`src/rtl/soc_reset_pkg.sv`:
```
// Shared definitions for the SoC reset sequencer: state encoding and
// debug/status field widths. Also used by the SoC top and the port-A
// debug mux.
package soc_reset_pkg;

  localparam int unsigned STATE_W = 3;
  localparam int unsigned LOST_W  = 8;

  // Encodings are visible on state_out, so they are fixed
  typedef enum logic [STATE_W-1:0] {
    SeqReset    = 3'd0,
    SeqHold     = 3'd1,
    SeqWaitLock = 3'd2,
    SeqRelease  = 3'd3,
    SeqRun      = 3'd4
  } seq_state_e;

endpackage

```
`src/rtl/soc_reset_sequencer_if.sv`:
```
// Status/control bundle of the reset sequencer.
//   master: drives pll_locked_in, sw_reset_req; observes the outputs
//   slave : the sequencer; drives rst_out, lock_ok, seq_done, state_out,
//           lock_lost_count
interface soc_reset_sequencer_if #(
  parameter int unsigned NUM_DOMAINS = 3
);
  import soc_reset_pkg::*;

  logic                   pll_locked_in;
  logic                   sw_reset_req;
  logic [NUM_DOMAINS-1:0] rst_out;
  logic                   lock_ok;
  logic                   seq_done;
  logic [STATE_W-1:0]     state_out;
  logic [LOST_W-1:0]      lock_lost_count;

  modport master (
    output pll_locked_in, sw_reset_req,
    input  rst_out, lock_ok, seq_done, state_out, lock_lost_count
  );

  modport slave (
    input  pll_locked_in, sw_reset_req,
    output rst_out, lock_ok, seq_done, state_out, lock_lost_count
  );

endinterface

```
`src/rtl/soc_reset_sequencer_lock_filter.sv`:
```
// Consecutive-cycle PLL lock qualifier.
//   clk, reset  : clock, synchronous active-high reset
//   locked_in   : raw PLL lock
//   clear       : force the run-length counter to zero
//   enable      : count while high
//   qualified_c : combinational; high on the cycle that completes
//                 LOCK_STABLE_CYCLES consecutive locked cycles
module lock_filter #(
  parameter int unsigned LOCK_STABLE_CYCLES = 1048576
) (
  input  logic clk,
  input  logic reset,
  input  logic locked_in,
  input  logic clear,
  input  logic enable,
  output logic qualified_c
);

  localparam int unsigned LW = $clog2(LOCK_STABLE_CYCLES + 1);
  localparam logic [LW-1:0] LOCK_LAST = LW'(LOCK_STABLE_CYCLES - 1);

  logic [LW-1:0] lock_cnt_q, lock_cnt_d;

  // Run length of locked cycles; any unlocked cycle restarts it
  always_comb begin
    lock_cnt_d = lock_cnt_q;
    if (clear) begin
      lock_cnt_d = '0;
    end else if (enable) begin
      if (!locked_in) lock_cnt_d = '0;
      else            lock_cnt_d = lock_cnt_q + LW'(1);
    end
  end

  always_ff @(posedge clk) begin
    if (reset) lock_cnt_q <= '0;
    else       lock_cnt_q <= lock_cnt_d;
  end

  assign qualified_c = enable && locked_in && (lock_cnt_q == LOCK_LAST);

endmodule

```
`src/rtl/soc_reset_sequencer.sv`:
```
// SoC reset sequencer: holds all domains in reset, qualifies PLL lock,
// then releases domains in index order with a fixed stagger.
//   clk, reset : free-running clock, synchronous active-high reset
//   bus        : slave side of soc_reset_sequencer_if (lock/sw-reset in,
//                per-domain resets, lock_ok, seq_done, state, loss count out)
module soc_reset_sequencer
  import soc_reset_pkg::*;
#(
  parameter int unsigned NUM_DOMAINS        = 3,
  parameter int unsigned HOLD_CYCLES        = 32768,
  parameter int unsigned LOCK_STABLE_CYCLES = 1048576,
  parameter int unsigned STAGGER_CYCLES     = 16
) (
  input  logic                        clk,
  input  logic                        reset,
  soc_reset_sequencer_if.slave        bus
);

  localparam int unsigned HW = $clog2(HOLD_CYCLES + 1);
  localparam int unsigned SW = $clog2(STAGGER_CYCLES + 1);
  localparam int unsigned IW = $clog2(NUM_DOMAINS + 1);

  localparam logic [HW-1:0]     HOLD_LAST = HW'(HOLD_CYCLES - 1);
  localparam logic [SW-1:0]     STAG_LAST = SW'(STAGGER_CYCLES - 1);
  localparam logic [IW-1:0]     IDX_LAST  = IW'(NUM_DOMAINS - 1);
  localparam logic [LOST_W-1:0] LOST_MAX  = '1;

  seq_state_e             state_q, state_d;
  logic [HW-1:0]          hold_cnt_q, hold_cnt_d;
  logic [SW-1:0]          stagger_cnt_q, stagger_cnt_d;
  logic [IW-1:0]          idx_q, idx_d;
  logic [NUM_DOMAINS-1:0] rst_out_q, rst_out_d;
  logic                   lock_ok_q, lock_ok_d;
  logic                   seq_done_q, seq_done_d;
  logic [LOST_W-1:0]      lost_q, lost_d;

  logic                   qualified_c;
  logic                   lock_loss_c;
  logic [NUM_DOMAINS-1:0] release_mask_c;

  lock_filter #(
    .LOCK_STABLE_CYCLES(LOCK_STABLE_CYCLES)
  ) u_lock_filter (
    .clk        (clk),
    .reset      (reset),
    .locked_in  (bus.pll_locked_in),
    .clear      (state_q != SeqWaitLock),
    .enable     (state_q == SeqWaitLock),
    .qualified_c(qualified_c)
  );

  // One-hot of the domain released next
  always_comb begin
    release_mask_c = '0;
    for (int k = 0; k < NUM_DOMAINS; k++) begin
      if (idx_q == IW'(k)) release_mask_c[k] = 1'b1;
    end
  end

  // Next-state and registered-output logic
  always_comb begin
    state_d       = state_q;
    hold_cnt_d    = hold_cnt_q;
    stagger_cnt_d = stagger_cnt_q;
    idx_d         = idx_q;
    rst_out_d     = rst_out_q;
    lock_ok_d     = lock_ok_q;
    seq_done_d    = seq_done_q;
    lost_d        = lost_q;

    lock_loss_c = ((state_q == SeqRelease) || (state_q == SeqRun)) && !bus.pll_locked_in;

    if (bus.sw_reset_req || lock_loss_c) begin
      // Restart; a software request masks a coincident lock loss
      state_d       = SeqReset;
      rst_out_d     = '1;
      lock_ok_d     = 1'b0;
      seq_done_d    = 1'b0;
      hold_cnt_d    = '0;
      stagger_cnt_d = '0;
      idx_d         = '0;
      if (!bus.sw_reset_req && (lost_q != LOST_MAX)) lost_d = lost_q + LOST_W'(1);
    end else begin
      case (state_q)
        SeqReset: begin
          state_d    = SeqHold;
          hold_cnt_d = '0;
          rst_out_d  = '1;
          lock_ok_d  = 1'b0;
          seq_done_d = 1'b0;
        end
        SeqHold: begin
          hold_cnt_d = hold_cnt_q + HW'(1);
          if (hold_cnt_q == HOLD_LAST) state_d = SeqWaitLock;
        end
        SeqWaitLock: begin
          if (qualified_c) begin
            state_d       = SeqRelease;
            lock_ok_d     = 1'b1;
            stagger_cnt_d = '0;
            idx_d         = '0;
          end
        end
        SeqRelease: begin
          if (stagger_cnt_q == STAG_LAST) begin
            rst_out_d     = rst_out_q & ~release_mask_c;
            stagger_cnt_d = '0;
            idx_d         = idx_q + IW'(1);
            if (idx_q == IDX_LAST) begin
              state_d    = SeqRun;
              seq_done_d = 1'b1;
            end
          end else begin
            stagger_cnt_d = stagger_cnt_q + SW'(1);
          end
        end
        SeqRun: begin
        end
        default: begin
          // Corrupted encoding: fall back to a full restart
          state_d       = SeqReset;
          rst_out_d     = '1;
          lock_ok_d     = 1'b0;
          seq_done_d    = 1'b0;
          hold_cnt_d    = '0;
          stagger_cnt_d = '0;
          idx_d         = '0;
        end
      endcase
    end
  end

  always_ff @(posedge clk) begin
    if (reset) begin
      state_q       <= SeqReset;
      hold_cnt_q    <= '0;
      stagger_cnt_q <= '0;
      idx_q         <= '0;
      rst_out_q     <= '1;
      lock_ok_q     <= 1'b0;
      seq_done_q    <= 1'b0;
      lost_q        <= '0;
    end else begin
      state_q       <= state_d;
      hold_cnt_q    <= hold_cnt_d;
      stagger_cnt_q <= stagger_cnt_d;
      idx_q         <= idx_d;
      rst_out_q     <= rst_out_d;
      lock_ok_q     <= lock_ok_d;
      seq_done_q    <= seq_done_d;
      lost_q        <= lost_d;
    end
  end

  assign bus.rst_out         = rst_out_q;
  assign bus.lock_ok         = lock_ok_q;
  assign bus.seq_done        = seq_done_q;
  assign bus.state_out       = state_q;
  assign bus.lock_lost_count = lost_q;

endmodule

```
`src/flat_wrapper.sv`:
```
// flat-port wrapper written by rule: the top's interface ports become plain ports
module soc_reset_sequencer_flat import soc_reset_pkg::*;
#(
  parameter int unsigned NUM_DOMAINS        = 3,
  parameter int unsigned HOLD_CYCLES        = 32768,
  parameter int unsigned LOCK_STABLE_CYCLES = 1048576,
  parameter int unsigned STAGGER_CYCLES     = 16
)
  (clk, reset, bus_pll_locked_in, bus_sw_reset_req, bus_rst_out, bus_lock_ok, bus_seq_done, bus_state_out, bus_lock_lost_count);
  soc_reset_sequencer_if #(.NUM_DOMAINS(NUM_DOMAINS)) bus_i ();
  input  logic clk;
  input  logic reset;
  input wire logic [$bits(bus_i.pll_locked_in)-1:0] bus_pll_locked_in;
  input wire logic [$bits(bus_i.sw_reset_req)-1:0] bus_sw_reset_req;
  output wire logic [$bits(bus_i.rst_out)-1:0] bus_rst_out;
  output wire logic [$bits(bus_i.lock_ok)-1:0] bus_lock_ok;
  output wire logic [$bits(bus_i.seq_done)-1:0] bus_seq_done;
  output wire logic [$bits(bus_i.state_out)-1:0] bus_state_out;
  output wire logic [$bits(bus_i.lock_lost_count)-1:0] bus_lock_lost_count;
  assign bus_i.pll_locked_in = bus_pll_locked_in;
  assign bus_i.sw_reset_req = bus_sw_reset_req;
  assign bus_rst_out = bus_i.rst_out;
  assign bus_lock_ok = bus_i.lock_ok;
  assign bus_seq_done = bus_i.seq_done;
  assign bus_state_out = bus_i.state_out;
  assign bus_lock_lost_count = bus_i.lock_lost_count;
  soc_reset_sequencer #(.NUM_DOMAINS(NUM_DOMAINS), .HOLD_CYCLES(HOLD_CYCLES), .LOCK_STABLE_CYCLES(LOCK_STABLE_CYCLES), .STAGGER_CYCLES(STAGGER_CYCLES)) u_core (.clk(clk), .reset(reset), .bus(bus_i));
endmodule
```
`config.mk`:
```
export PLATFORM = sky130hd
export DESIGN_NAME = soc_reset_sequencer_flat
export DESIGN_NICKNAME = d
export VERILOG_FILES = /design/src/rtl/soc_reset_pkg.sv /design/src/rtl/soc_reset_sequencer_if.sv /design/src/rtl/soc_reset_sequencer_lock_filter.sv /design/src/rtl/soc_reset_sequencer.sv /design/src/flat_wrapper.sv
export SDC_FILE = /design/constraint.sdc
export NUM_CORES = 1
export LEC_CHECK = 0
export ABC_CLOCK_PERIOD_IN_PS = 2000
export CAP_MARGIN = 20
export CORE_ASPECT_RATIO = 0.8
export CORE_MARGIN = 8
export CORE_UTILIZATION = 42
export CTS_BUF_LIST = sky130_fd_sc_hd__clkbuf_8 sky130_fd_sc_hd__clkbuf_16
export DETAILED_ROUTE_END_ITERATION = 8
export HOLD_SLACK_MARGIN = 0.15
export PLACE_DENSITY = 0.6
export REMOVE_ABC_BUFFERS = 1
export SLEW_MARGIN = 20
export SYNTH_ARGS = -nofsm -noshare
export SYNTH_HDL_FRONTEND = slang
export SYNTH_SLANG_ARGS = --single-unit
export TNS_END_PERCENT = 50
```
`constraint.sdc`:
```
create_clock -name clk -period 2 [get_ports clk]
set_clock_uncertainty 0.05 [all_clocks]
set_input_delay 0.3 -clock clk [delete_from_list [all_inputs] [get_ports clk]]
set_output_delay 0.3 -clock clk [all_outputs]
set_load 0.005 [all_outputs]
```
Yosys cells after proc, flatten, opt, wreduce, memory -nomap -nowiden. Index checks and enable logic that the tools add are counted.

Output and inout bits: 16. Bits of input ports: 4. Register bits after elaboration: 60. Logic and storage cells: 81.

Bitwise gates (word level): 6. Muxes and demuxes: 23. $add $sub $neg: 5. Reduce and logical (&&, ||, !) cells: 23. Equality and inequality tests: 15.

Operators by type and width (number): $pmux W16 S2 (1); $add A21 B1 Y21 const B (1); $eq A21 B20 Y1 const B (1); $mux W21 (1); $add A16 B1 Y16 const B (1); $eq A16 B15 Y1 const B (1); $mux W3 (5); $pmux W3 S5 (1); $pmux W5 S3 (1); $reduce_or A3 Y1 (4); $mux W5 (2); $add A8 B1 Y8 const B (1); $ne A8 B8 Y1 const B (1); $reduce_and A2 Y1 (4); $eq A3 B2 Y1 const B (2); $mux W1 (6); $pmux W2 S3 (1); $pmux W3 S2 (1); $reduce_and A3 Y1 (2); $add A5 B1 Y5 const B (1); $eq A5 B4 Y1 const B (1); $reduce_and A5 Y1 (1); $logic_and A1 B1 Y1 (4); $mux W2 (2); other kinds (17) (26).

Depth between registers and ports, before layout.
Depth after elaboration: 6. Depth in mapped cells: 6. Mapped depth without buffers: 5.

Hierarchy. From an unflattened synthesis, not the netlist that was laid out.

Cell total of the unflattened synthesis: 402. Area total of the unflattened synthesis: 3279.4 um^2.

By module, submodules not included: soc_reset_sequencer (cells an instance 248, times used 1, area an instance 2052.0 um^2, seq. area each 780.7 um^2); lock_filter (cells an instance 154, times used 1, area an instance 1227.4 um^2, seq. area each 420.4 um^2).

Worst setup path after synthesis. Ideal clock, no wire load.

Path type: register to register. Start point: register u_core.state_q[1], in the netlist u_core.bus.state_out[1]. End point: register u_core.u_lock_filter.lock_cnt_q[18]. Cell stages (with the launch flop): 7. Arrival time: 2.108 ns. Period minus slack after synthesis: 2.231 ns. Library setup time: 0.073 ns. Required time: 1.877 ns. Setup slack: -0.231 ns. Path through: dfxtp_1 buf_4 or3b_1 buf_6 or4_4 or4_1 a21oi_1.

Cells in the longest elaborated chain, start to end: 2.

RTL lines: from (decl) (RTL line soc_reset_sequencer.sv:28) `seq_state_e state_q, state_d;`; from (signal assigned) (RTL line soc_reset_sequencer.sv:135) `state_q <= SeqReset;`; from (signal assigned) (RTL line soc_reset_sequencer.sv:144) `state_q <= state_d;`; $ne A3 B2 Y1 (RTL line soc_reset_sequencer.sv:47) `.clear (state_q != SeqWaitLock),`; $reduce_or A2 Y1 (no source line); to (signal assigned) (RTL line soc_reset_sequencer_lock_filter.sv:37) `else lock_cnt_q <= lock_cnt_d;`; to (decl) (RTL line soc_reset_sequencer_lock_filter.sv:22) `logic [LW-1:0] lock_cnt_q, lock_cnt_d;`.

Parallel ways exist; a longest one is shown, timed or not. A chain may end at the register's enable or synchronous reset.

Final worst setup path.
Start point: register u_core.state_q[2], in the netlist u_core.bus.state_out[2]. End point: register u_core.u_lock_filter.lock_cnt_q[15].

Same word-level chain as after synthesis.

==> results.md <==
* Status: complete, but fails checks
* Failing checks: setup timing
* Crit path cell chain: or3b_4, or4b_4, or4_4, a21oi_2
* Placed Cells incl. Taps at slightly above 500
* Crit path kind: flop to flop
* Final period utilization at 1.02
* Buf+Inv Stages, Crit Path at 0
* Peak VDD IR at between 0.3 and 0.4 mV
* Share of layout cells above drive strength 1 at 0.188
* Max_cap viols at 0
* Filler Cells Inserted at slightly above 700
* Clk_lat worst skew at 340 ps
* Clock slew at reported path FFs at 70 ps
* Synthesized area at between 3000 and 4000 um2
* Vias in the first global route at about 2,800
* Hold Crit Class: flop to flop
* Port Buf Inserts at 19
* Ports at 20
* Initial antenna violation count at 0
* Ys flop type: dfxtp_1
* Power density over cell area at 629 nW/um2
* Number of synthesized register bits at 60
* Top post-synthesis cells by area: dfxtp_1 39%, a21oi_1 4.7%, nor2_1 4.0%
* CP Capture Type: flop
* Max Clk Rate at 490 MHz
* Layout Cells excl Fill at between 500 and 600
* Unrepaired setup endpoints after global routing: true
* Worst hold margin at 407 ps
* PnR worst setup slack at -40.4 ps
* Maximum fanout along the worst path at 6
* DRC violations left at 0
* Crit-path max cell delay at 570 ps
* Area of the die at approximately 10,000 um2
* Reg-to-Reg Start: u_core.bus.state_out[2]$_SDFFE_PP0P_
* Register area share after synthesis at 0.391
* Commonest cells after routing, fill and taps aside: 59 x dfxtp_1, 44 x buf_4, 33 x nor2_1, 30 x nand2_1
* Most common cell after layout, fill and taps aside: dfxtp_1
* Rows at 28
* Post-synthesis average cell area at roughly 8.3 um2
* Flop2flop setup slack at -40 ps
* Max_slew headroom at 0.659
* Synth warn at 0
* TritonCTS Sinks at 60
* Number of DRC markers in iteration 0 at between 100 and 150
* Worst path arrival time at 2260 ps
* Pins Over Slew Limit at 0
* Slew at the pin closest to its max-slew limit at around 510 ps
* Die height at 92.5 um
* Family with the most delay on the worst path: simple AND/OR/NAND/NOR gates
* TritonCTS clock tree: built
* Post-synth EDFFs at 0
* Critical Path Start Type: flop
* Initial Util at 0.424
* DR WL/cell at 14.4 um
* Area Growth Syn to Fin at 28.9%
* Layout Utilization at 0.547
* Crit-path slowest cell: or4b_4
* Core area at around 7300 um2
* Synth unique cells at between 50 and 60
* Die W at roughly 110 um
* Mapped Cells at 371
* GRT Total Usage at 0.153
* Routed vias at between 2,000 and 3,000
* Largest net degree at the start of global routing at 19
* H-Tree Depth at 3
* Final hold violations at 0
* Worst Path Required at 2220 ps
* Yosys top cell by area: dfxtp_1
* Area share of the largest cell type after synthesis at 0.391
* N_diodes at 0
* Leak at 0.00134 uW
* Longest Clk Path Bufs at 2
* CTS Buf Count at 9
* Ys async rst share at 0
* Layout net count at 442
* Final Setup Violations at 6
* Routed wire length at 7.59 mm
* Drt via density at ~5.6
* Placer congestion estimate at between 0.7 and 0.8
* Hold Startpoint: u_core.stagger_cnt_q[4]$_SDFFE_PP0P_
* HPWL Detailed at roughly 5.5 mm
* CP startpoint: u_core.bus.state_out[2]$_SDFFE_PP0P_
* First-pass GRT wire length at between 10 and 15 mm
* Total gr overflow at 0
* Post-DRT Antenna Nets at 0
* Drt pass-1 iters at 4
* Clock Root Buffer: clkbuf_8
* Fin crit period at around 2000 ps
-- kinds of logic after synthesis --
logic type      count (synthesis)  share of synthesized area
simple gates                  171                      0.308
compound gates                 93                      0.191
flops                          60                      0.391
buf+inv                        24                     0.0334
xor+xnor                       10                     0.0285
fa+ha+maj                       7                     0.0285
mux                             6                     0.0199
-- power by group --
| group | switching (uW) | internal (uW) |
|---|---|---|
| combinational | 49.2 | 42.8 |
| clock | 478 | 724 |
| sequential | 2.49 | 1200 |
| total | 529 | 1960 |
-- worst register-to-register path, stage by stage (launching register included) --
cell,delay (ps)
dfxtp_1,310
or3b_4,410
or4b_4,570
or4_4,500
a21oi_2,120
-- flip-flops by register name (all words and copies together) (netlist names) --
signal / count
u_core.bus.lock_ok: 1
u_core.bus.lock_lost_count: 8
u_core.idx_q: 2
u_core.bus.rst_out: 3
u_core.stagger_cnt_q: 5
u_core.bus.seq_done: 1
u_core.hold_cnt_q: 16
u_core.bus.state_out: 3
u_core.u_lock_filter.lock_cnt_q: 21
-- layout make-up --
type	count	area, um2	share of cell area
clock buffers	10	138	0.0347
flip-flops and latches	60	1200	0.303
repair buffers	65	552	0.139
multi-input cells	287	1850	0.467
inverters	8	30.0	0.00758
well taps	90	113	0.0284
clock inverters	6	80.1	0.0202
-- stage by stage --
step	setup WS [ps]	setup TNS, ps	cell area (um2)	total power [uW]
4_1_cts	-54.2	-144	3900	2530
6_report	-40.4	-141	3960	2490
3_3_place_gp	-271	-2410	3650	1310
2_1_floorplan	-441	-3520	3000	1260
3_5_place_dp	-297	-2860	3650	1310
5_1_grt	-102	-531	3960	2580
-- Yosys cell counts, drive strengths merged, types with 4 or more instances --
| library cell | count |
|---|---|
| ha | 7 |
| xor2 | 4 |
| nand3b | 4 |
| dfxtp | 60 |
| nor4 | 5 |
| o31ai | 11 |
| nor3b | 5 |
| a21oi | 29 |
| nand4 | 9 |
| a21o | 5 |
| o21ai | 19 |
| nor3 | 8 |
| a41oi | 4 |
| nand2 | 30 |
| inv | 8 |
| and3 | 10 |
| clkbuf | 13 |
| mux2i | 5 |
| or3 | 7 |
| nor2 | 33 |
| or4 | 16 |
| nand3 | 24 |
| a31oi | 7 |
| xnor2 | 6 |
| nor2b | 4 |
-- worst paths after layout --
check,end,cells after the start
worst max-delay path,u_core.u_lock_filter.lock_cnt_q[15]$_SDFFE_PP0N_,4
worst min-delay path,u_core.stagger_cnt_q[4]$_SDFFE_PP0P_,1
worst max register to register,u_core.u_lock_filter.lock_cnt_q[15]$_SDFFE_PP0N_,4
worst min register to register,u_core.stagger_cnt_q[4]$_SDFFE_PP0P_,1
-- timing repair --
item,in CTS,in global routing
endpoints found under the hold margin,0,0
gates resized for setup,7,13
setup endpoints to repair,18,14
setup buffers,1,1
pin swaps,8,9
hold buffers,0,0
-- layer usage --
| metal | routed length [um] | track usage | up-vias | share of wire |
|---|---|---|---|---|
| met5 | 0 | 0 | - | 0 |
| met4 | 108 | 0.0522 | 0 | 0.014 |
| met3 | 371 | 0.0546 | 13 | 0.049 |
| met2 | 3220 | 0.227 | 45 | 0.42 |
| met1 | 3900 | 0.202 | 1385 | 0.51 |
| li1 | - | - | 1517 | - |
No activity file was read; power rests on OpenSTA's default activity.
==> RTL change (config.mk and constraints unchanged) <==
`NUM_DOMAINS` is set to 3 in 3 places; all go to 2.
--- a/src/rtl/soc_reset_sequencer_if.sv
+++ b/src/rtl/soc_reset_sequencer_if.sv
@@ -4,5 +4,5 @@
 //           lock_lost_count
 interface soc_reset_sequencer_if #(
-  parameter int unsigned NUM_DOMAINS = 3
+  parameter int unsigned NUM_DOMAINS = 2
 );
   import soc_reset_pkg::*;
--- a/src/rtl/soc_reset_sequencer.sv
+++ b/src/rtl/soc_reset_sequencer.sv
@@ -7,5 +7,5 @@
   import soc_reset_pkg::*;
 #(
-  parameter int unsigned NUM_DOMAINS        = 3,
+  parameter int unsigned NUM_DOMAINS        = 2,
   parameter int unsigned HOLD_CYCLES        = 32768,
   parameter int unsigned LOCK_STABLE_CYCLES = 1048576,
--- a/src/flat_wrapper.sv
+++ b/src/flat_wrapper.sv
@@ -2,5 +2,5 @@
 module soc_reset_sequencer_flat import soc_reset_pkg::*;
 #(
-  parameter int unsigned NUM_DOMAINS        = 3,
+  parameter int unsigned NUM_DOMAINS        = 2,
   parameter int unsigned HOLD_CYCLES        = 32768,
   parameter int unsigned LOCK_STABLE_CYCLES = 1048576,
Interface: changed (resized bus_rst_out); port bits go from 20 to 19. The function was not compared with the original's and may differ.
==> RTL change against the original RTL <==
- clock power decreased by 8%
- total power shrank 4.6%
- synthesized area barely moved
- sequential cell count down 1
- final area down 2.6%
- hold slack got worse by 0.0082 ns
- cell count is 1.9% lower
- wire length shrank 0.72%
- setup slack better by 0.10 ns
- register-to-register slack improved by 0.12 ns
==> RTL change: results (changes against the original RTL) <==
| Metric | Value |
|---|---|
| Outcome | completed |
| WL final | 7540 um (-0.72%) |
| CP delay by family, top | buffers and inverters |
| Dpl cells | 501 (-1.4%) |
| Reg-to-reg startpoint | u_core.u_lock_filter.lock_cnt_q[1] |
| Reg2reg setup slack | 0.08 ns (+0.12 ns) |
| WP data arrival | 2.12 ns (-0.14 ns) |
| Routed wl met2 | 3400 um (+5.9%) |
| Number of distinct library cells after synthesis | 60 (+18%) |
| Switch Pwr | 526 uW (-0.62%) |
| Fill cell count | 677 (-4.6%) |
| Met2 usage | 0.239 (+0.0111) |
| Yosys warns | 0 (unchanged) |
| Routed WL per cell | 14.6 um (+1.2%) |
| Hold path depth | 2 (+1) |
| Vias in the first global route | 2731 (-2.9%) |
| Fin crit period | 1.94 ns (-0.105 ns) |
| Pre-CTS WS | -0.290 ns (+0.00791 ns) |
| Grt met3 use | 0.0416 (-0.0130) |
| M1 GR Usage | 0.197 (-0.00503) |
| Maximum VDD drop | 308 uV (-23%) |
| Crit path max-delay cell type | clkdlybuf4s50_1 |
| Max reg flops | 21 (unchanged) |
| Nets | 432 (-2.3%) |
| End of the worst register-to-register path | u_core.stagger_cnt_q[0] |
| Crit path to | u_core.hold_cnt_q[9] |
| CP max stage delay | 0.59 ns (+0.02 ns) |
| GR Util All Layers | 0.151 (-0.00226) |
| CTS buffer count | 9 (unchanged) |
| First-pass GRT wire length | 12900 um (-1.1%) |
| Final GP Congestion | 0.800 (+0.19%) |
| Worst-path clk slew | 0.06 ns |
| Initial DRC Count | 145 (unchanged) |
| Part of the power in registers | 0.496 (+0.015) |
| Worst-margin pin slew | 0.506 ns (+0.000122 ns) |
| CP Launch Point | bus_pll_locked_in |
| Clk pwr | 1100 uW (-8%) |
| Mapped Cells | 367 (-1.1%) |
| Vias | 2926 (-1.1%) |
| # port buffers | 18 (-1) |
| Lkg Pwr | 0.00130 uW (-3.3%) |
| Layout cell share with drive strength beyond 1 | 0.188 (-0.000280) |
| Post-DP HPWL | 5530 um (+1.2%) |
| CP max FO | 8 (+2) |
| Power Dens Cells | 616 nW/um^2 (-2.1%) |
| WL met1 | 3800 um (-2.6%) |
| Commonest cells post-synth | 59 x dfxtp_1, 27 x a21oi_1, 27 x nor2_1 |
| Met3 wire length | 265 um (-29%) |
| Placed Area | 3640 um^2 (-0.34%) |
| Reg2reg path depth | 7 (+3) |
| Register area share after synthesis | 0.384 (-0.00635) |
[RTL change: changes by cell type in the layout (fill, tap and decap cells not counted), sizes merged, moves of 4 or more]
| cell | delta |
|---|---|
| or2 | +7 |
| nand2 | -6 |
| nor2 | -6 |
| a31oi | -5 |
| xnor2 | +5 |
| nor4 | +4 |
[RTL change: cell families after synthesis]
logic type               after synthesis  synth area share
buffers and inverters                 26            0.0350
adder cells (fa/ha/maj)                6            0.0244
XOR/XNOR                              12            0.0342
AND/OR/NAND/NOR                      169             0.313
multiplexers                           5            0.0167
flip-flops                            59             0.384
AO/OA/AOI/OAI                         90             0.193
[RTL change: worst min path at each step]
stage | startpoint | endpoint | slack [ns]
CTS | u_core.bus.seq_done | u_core.bus.seq_done | 0.40
global route | u_core.bus.rst_out[1] | u_core.bus.rst_out[1] | 0.42
global placement | u_core.bus.seq_done | u_core.bus.seq_done | 0.39
finish | u_core.bus.seq_done | u_core.bus.seq_done | 0.40
floorplan | reset | u_core.bus.lock_lost_count[0] | 0.32
detailed placement | u_core.stagger_cnt_q[4] | u_core.stagger_cnt_q[4] | 0.39
[RTL change: timing repair]
action | 4_1_cts | 5_1_grt
buffers inserted | 0 | 0
endpoints found under the setup margin | 0 | 10
endpoints found under the hold margin | 0 | 0
resized for setup | 0 | 9
[RTL change: final cells by class]
type,count,area (um^2),share of cell area
multi-input combinational,282,1810,0.469
timing repair buffer,63,534,0.138
tap,90,113,0.0292
clock buffer,11,151,0.0392
clock inverter,4,42.5,0.0110
inverter,7,26.3,0.00680
sequential,59,1180,0.306
[RTL change: tightest hold or removal path: cells and delay by family (launching register included)]
family	cells	cell delay, ns
flops	1	0.31
compound gates	1	0.05
buf+inv	1	0.05
